--- src/rtl/conv_window_3x3_pkg.sv ---
// Shared Conv2d definitions: default geometry and the 3x3 window slot layout.
// Latency: n/a (types, constants and helpers only).
// Backpressure: n/a.
package conv_window_3x3_pkg;

    localparam int CW_DW    = 32;
    localparam int CW_IMG_W = 32;
    localparam int CW_IMG_H = 32;

    // Bit offset of window element (i,j); the MAC stage uses the same layout.
    function automatic int win_lsb(input int i, input int j, input int dw);
        return (3 * i + j) * dw;
    endfunction

endpackage

--- src/rtl/conv_window_3x3_window_line_fifo.sv ---
// Enable-gated shift delay: dout_o is the word written DEPTH enables earlier.
// Latency: DEPTH enabled cycles; contents frozen while en_i is low.
// Backpressure: none; the owner gates en_i with its own accept.
module window_line_fifo #(
    parameter int DW    = 32,
    parameter int DEPTH = 32
) (
    input  logic          clk_i,
    input  logic          rst_ni,
    input  logic          en_i,
    input  logic [DW-1:0] din_i,
    output logic [DW-1:0] dout_o
);

    logic [DW-1:0] mem_q [DEPTH];
    logic [DW-1:0] mem_d [DEPTH];

    // Shift one slot per enable, newest word enters at slot 0.
    always_comb begin
        for (int k = 0; k < DEPTH; k++) begin
            mem_d[k] = mem_q[k];
        end
        if (en_i) begin
            mem_d[0] = din_i;
            for (int k = 1; k < DEPTH; k++) begin
                mem_d[k] = mem_q[k-1];
            end
        end
    end

    // Delay storage, cleared on reset so a fresh frame starts from zeros.
    always_ff @(posedge clk_i or negedge rst_ni) begin
        if (!rst_ni) begin
            for (int k = 0; k < DEPTH; k++) begin
                mem_q[k] <= '0;
            end
        end else begin
            for (int k = 0; k < DEPTH; k++) begin
                mem_q[k] <= mem_d[k];
            end
        end
    end

    assign dout_o = mem_q[DEPTH-1];

endmodule

--- src/rtl/conv_window_3x3.sv ---
// Streaming 3x3 window generator over a raster pixel stream, fully-inside windows only.
// Latency: 1 cycle from accepting pixel (r,c) to the window centred at (r-1,c-1).
// Backpressure: din_ready = !win_valid | win_ready; a held window stalls the input.
module conv_window_3x3
    import conv_window_3x3_pkg::*;
#(
    parameter int DW    = CW_DW,
    parameter int IMG_W = CW_IMG_W,
    parameter int IMG_H = CW_IMG_H
) (
    input  logic            clk,
    input  logic            reset,
    input  logic [DW-1:0]   din,
    input  logic            din_valid,
    input  logic            din_sof,
    output logic            din_ready,
    output logic [9*DW-1:0] window,
    output logic            win_valid,
    input  logic            win_ready,
    output logic            frame_done
);

    localparam int CW = $clog2(IMG_W);
    localparam int RW = $clog2(IMG_H);
    localparam logic [CW-1:0] COL_LAST = CW'(IMG_W - 1);
    localparam logic [RW-1:0] ROW_LAST = RW'(IMG_H - 1);

    logic            accept;
    logic [DW-1:0]   line1_out;
    logic [DW-1:0]   line2_out;
    logic [CW-1:0]   col_q, col_d, col_cur;
    logic [RW-1:0]   row_q, row_d, row_cur;
    logic [9*DW-1:0] window_q, window_d;
    logic            win_valid_q, win_valid_d;
    logic            frame_done_q, frame_done_d;

    assign din_ready = !win_valid_q | win_ready;
    assign accept    = din_valid & din_ready;

    // Row r-1 and row r-2 taps, advancing only on accepted pixels.
    window_line_fifo #(.DW(DW), .DEPTH(IMG_W)) u_line1 (
        .clk_i  (clk),
        .rst_ni (reset),
        .en_i   (accept),
        .din_i  (din),
        .dout_o (line1_out)
    );

    window_line_fifo #(.DW(DW), .DEPTH(IMG_W)) u_line2 (
        .clk_i  (clk),
        .rst_ni (reset),
        .en_i   (accept),
        .din_i  (line1_out),
        .dout_o (line2_out)
    );

    // A start-of-frame pixel is position (0,0) regardless of the counters.
    assign col_cur = din_sof ? '0 : col_q;
    assign row_cur = din_sof ? '0 : row_q;

    // Next-state: position counters, window shift, valid and frame-end pulse.
    always_comb begin
        col_d        = col_q;
        row_d        = row_q;
        window_d     = window_q;
        win_valid_d  = win_valid_q;
        frame_done_d = 1'b0;

        if (accept) begin
            for (int i = 0; i < 3; i++) begin
                for (int j = 0; j < 2; j++) begin
                    window_d[win_lsb(i, j, DW) +: DW] = window_q[win_lsb(i, j + 1, DW) +: DW];
                end
            end
            window_d[win_lsb(0, 2, DW) +: DW] = line2_out;
            window_d[win_lsb(1, 2, DW) +: DW] = line1_out;
            window_d[win_lsb(2, 2, DW) +: DW] = din;

            // Column gate keeps windows from straddling a row boundary.
            win_valid_d = (row_cur >= RW'(2)) && (col_cur >= CW'(2));

            if (col_cur == COL_LAST) begin
                col_d = '0;
                if (row_cur == ROW_LAST) begin
                    row_d        = '0;
                    frame_done_d = 1'b1;
                end else begin
                    row_d = row_cur + RW'(1);
                end
            end else begin
                col_d = col_cur + CW'(1);
                row_d = row_cur;
            end
        end else if (win_ready) begin
            win_valid_d = 1'b0;
        end
    end

    // State registers.
    always_ff @(posedge clk or negedge reset) begin
        if (!reset) begin
            col_q        <= '0;
            row_q        <= '0;
            window_q     <= '0;
            win_valid_q  <= 1'b0;
            frame_done_q <= 1'b0;
        end else begin
            col_q        <= col_d;
            row_q        <= row_d;
            window_q     <= window_d;
            win_valid_q  <= win_valid_d;
            frame_done_q <= frame_done_d;
        end
    end

    assign window     = window_q;
    assign win_valid  = win_valid_q;
    assign frame_done = frame_done_q;

endmodule

--- config.mk ---
export PLATFORM = sky130hd
export DESIGN_NAME = conv_window_3x3
export DESIGN_NICKNAME = d
export VERILOG_FILES = /design/src/rtl/conv_window_3x3_pkg.sv /design/src/rtl/conv_window_3x3_window_line_fifo.sv /design/src/rtl/conv_window_3x3.sv
export SDC_FILE = /design/constraint.sdc
export NUM_CORES = 2
export LEC_CHECK = 0
export CAP_MARGIN = 20
export CORE_MARGIN = 2
export CORE_UTILIZATION = 42
export DETAILED_ROUTE_END_ITERATION = 10
export HOLD_SLACK_MARGIN = 0.12
export PLACE_DENSITY = 0.55
export SLEW_MARGIN = 0
export SYNTH_ARGS = -nofsm -noshare
export SYNTH_HDL_FRONTEND = slang
export SYNTH_SLANG_ARGS = --single-unit
--- constraint.sdc ---
create_clock -name clk -period 5.8 [get_ports clk]
set_input_delay 1.16 -clock clk [delete_from_list [all_inputs] [get_ports clk]]
set_output_delay 1.16 -clock clk [all_outputs]
set_load 0.005 [all_outputs]
==> flow_summary.ini <==
[final_layout]
drive_gt1_frac = 0.500
final_util = 0.481
nets = 5030
final_cells = 7806
nFillCells = 16800
multiInputGateArea_mm2 = 0.0246
seq_area_mm2 = 0.0540
area_delta_synth_final_pct = 13.8

[clock_tree]
hold_buffers = 0
postCtsSetupBuffers = 0
root_buffer = clkbuf_16
cts_sinks = 2156
htree_num_levels = 4
cts_tree = done
cts_made_buffers = 224
path_clk_slew_ns = 0.06
clockBufferDepth = 3
cts_resized = 0
clock_latency_ns = 0.83

[timing]
fin_skew_ns = 0.0480
slew_violations = 0
setup_viol = 0
fmax_mhz = 239
fin_crit_sh = 0.721
fin_tns_setup_ns = 0
slew_headroom = 0.393
grt_setup_unrepaired = false
worst_pin_slew_ns = 0.911
hold_viol_final = 0
post-route-min-period_ns = 4.18

[placement]
hpwlAfterDp_um = 81300
gp_congestion = 0.757
portBuffers = 327
placed_cells = 7387

[synthesis]
ys_seq_area_frac = 0.654
synthMostInstantiatedCell = dfrtp_1
postSynthCellCount = 4791
synth.largest_area_cell = dfrtp_1
ys_seq_elements = 2156
ys.flop_type = dfrtp_1
synth_edf_count = 0
synth_fp_nets = 4832
syn_area_per_cell_um2 = 17.2
synth_common_cells = 2156 x dfrtp_1, 2146 x mux2_2, 208 x buf_6, 194 x buf_4, 29 x buf_2
netlist_top_cells_area = dfrtp_1 65%, mux2_2 29%, buf_6 2.8%
synth_area_mm2 = 0.0825
synth_top_area_share = 0.654
ys_types = 37
ys_warn_count = 0
synthArstFlopShare = 1.00

[detailed_routing]
drc = 0
firstDrtPassIters = 4
first_iter_violations = 1781
wl_per_cell_um = 16.9
vias_per_cell = 4.82
num_vias = 37600
drtAntennaViolNets = 0
postRouteWirelength_um = 132000

[global_routing]
grt_overflow_total = 0
grt_max_degree = 163
antenna_found_initial = 2
grt_pass1_wl_um = 220000
gr-usage-all-layers = 0.135
grt_pass1_vias = 39700

[critical_path]
crit_fanout = 9
end_kind = output port
r2r_cells = 5
rr_startpoint = win_valid
cp-start-kind = input pin
startpoint = win_ready
worstPathArrival_ns = 3.02
crit_required_ns = 4.64
r2r-end = u_line2.mem_q[743]
r2r_slack_ns = 2.89
crit_type = input pin to output port

[floorplan]
rows = 162
core_area_mm2 = 0.195
die_w_um = 447
initial_utilization = 0.423
io_pins = 328
fp.dieH_um = 447
die_area_mm2 = 0.200

[pwr]
p_leak_uw = 0.0450
power_uw = 37600
irDropWorstVdd_mv = 0.317
power-per-cell-area_mw_per_mm2 = 401

[run]
drv_cap = 0

[status]
outcome = finished, final reports clean

[worst_hold_path]
min_path_type = input pin to async pin
[area by class of cell]
| type | instances | area share |
|---|---|---|
| well taps | 2624 | 0.0350 |
| flip-flops and latches | 2156 | 0.575 |
| clock inverters | 60 | 0.00765 |
| repair buffers | 406 | 0.0469 |
| diodes | 1 | 0.0000267 |
| inverters | 3 | 0.000120 |
| clock buffers | 358 | 0.0736 |
| multi-input cells | 2198 | 0.262 |
[kinds of logic after synthesis]
group                      share of synthesized area
muxes                                          0.293
AOI/OAI and AO/OA                            0.00191
buffers and inverters                         0.0481
and+or+nand+nor                              0.00208
DFF                                            0.654
adders and majority gates                   0.000607
[layout by cell type (no fill, tap or decap), types with 3 or more instances in the layout]
| cell type | Yosys | routed |
|---|---|---|
| clkbuf_16 | 0 | 227 |
| clkinv_16 | 0 | 4 |
| clkbuf_8 | 0 | 73 |
| nor2b_1 | 7 | 7 |
| clkbuf_1 | 3 | 58 |
| dfrtp_1 | 2156 | 2156 |
| clkinvlp_4 | 0 | 4 |
| clkinv_2 | 0 | 33 |
| nand2_1 | 3 | 3 |
| buf_12 | 0 | 41 |
| clkdlybuf4s50_1 | 0 | 326 |
| o31ai_1 | 3 | 3 |
| ha_1 | 4 | 4 |
| mux2_2 | 2146 | 2146 |
| buf_4 | 194 | 38 |
| clkinv_8 | 0 | 3 |
| o21ai_0 | 3 | 3 |
| bufinv_16 | 0 | 9 |
| inv_6 | 0 | 5 |
[state kept, by name (all words and copies together) (netlist names)]
signal,cells
frame_done,1
u_line2.mem_q,896
win_valid,1
u_line1.mem_q,896
row_q,5
u_line1.dout_o,32
u_line2.dout_o,32
window,288
col_q,5
[layer usage]
layer | routed length [µm] | vias up | global-route usage
met3 | 4060 | 255 | 0.0250
met4 | 4260 | 0 | 0.0512
li1 | - | 17100 | -
met2 | 67500 | 401 | 0.230
met5 | 0 | - | 0
met1 | 56400 | 19800 | 0.171
[stage by stage]
stage / worst slack, ns / instance area, µm² / hold slack, ns
6_report: 1.62 / 93800 / 0.395
5_1_grt: 1.54 / 93800 / 0.376
4_1_cts: 1.63 / 93800 / 0.324
3_5_place_dp: 1.65 / 86200 / 0.485
3_3_place_gp: 1.68 / 86200 / 0.484
2_1_floorplan: 2.95 / 82500 / 0.462
[report_power, final]
group / leakage, µW / total, µW / internal, µW / switching, µW
clock: 0.00376 / 14400 / 8540 / 5840
combinational: 0.0127 / 3900 / 2580 / 1310
sequential: 0.0285 / 19300 / 17900 / 1460
total: 0.0450 / 37600 / 29000 / 8620
[critical path, stage by stage]
cell             delay, ns
clkdlybuf4s50_1       0.42
nor2b_1               0.67
inv_2                 0.23
clkdlybuf4s50_1       0.53
[worst max-delay path by stage]
stage	end	slack, ns	cells past startpoint
finish	din_ready	1.62	4
global route	din_ready	1.54	4
CTS	din_ready	1.63	4
detailed placement	din_ready	1.65	4
global placement	din_ready	1.68	4
floorplan	col_q[3]	2.95	8
Note: power is estimated with default switching activity, not from simulation.
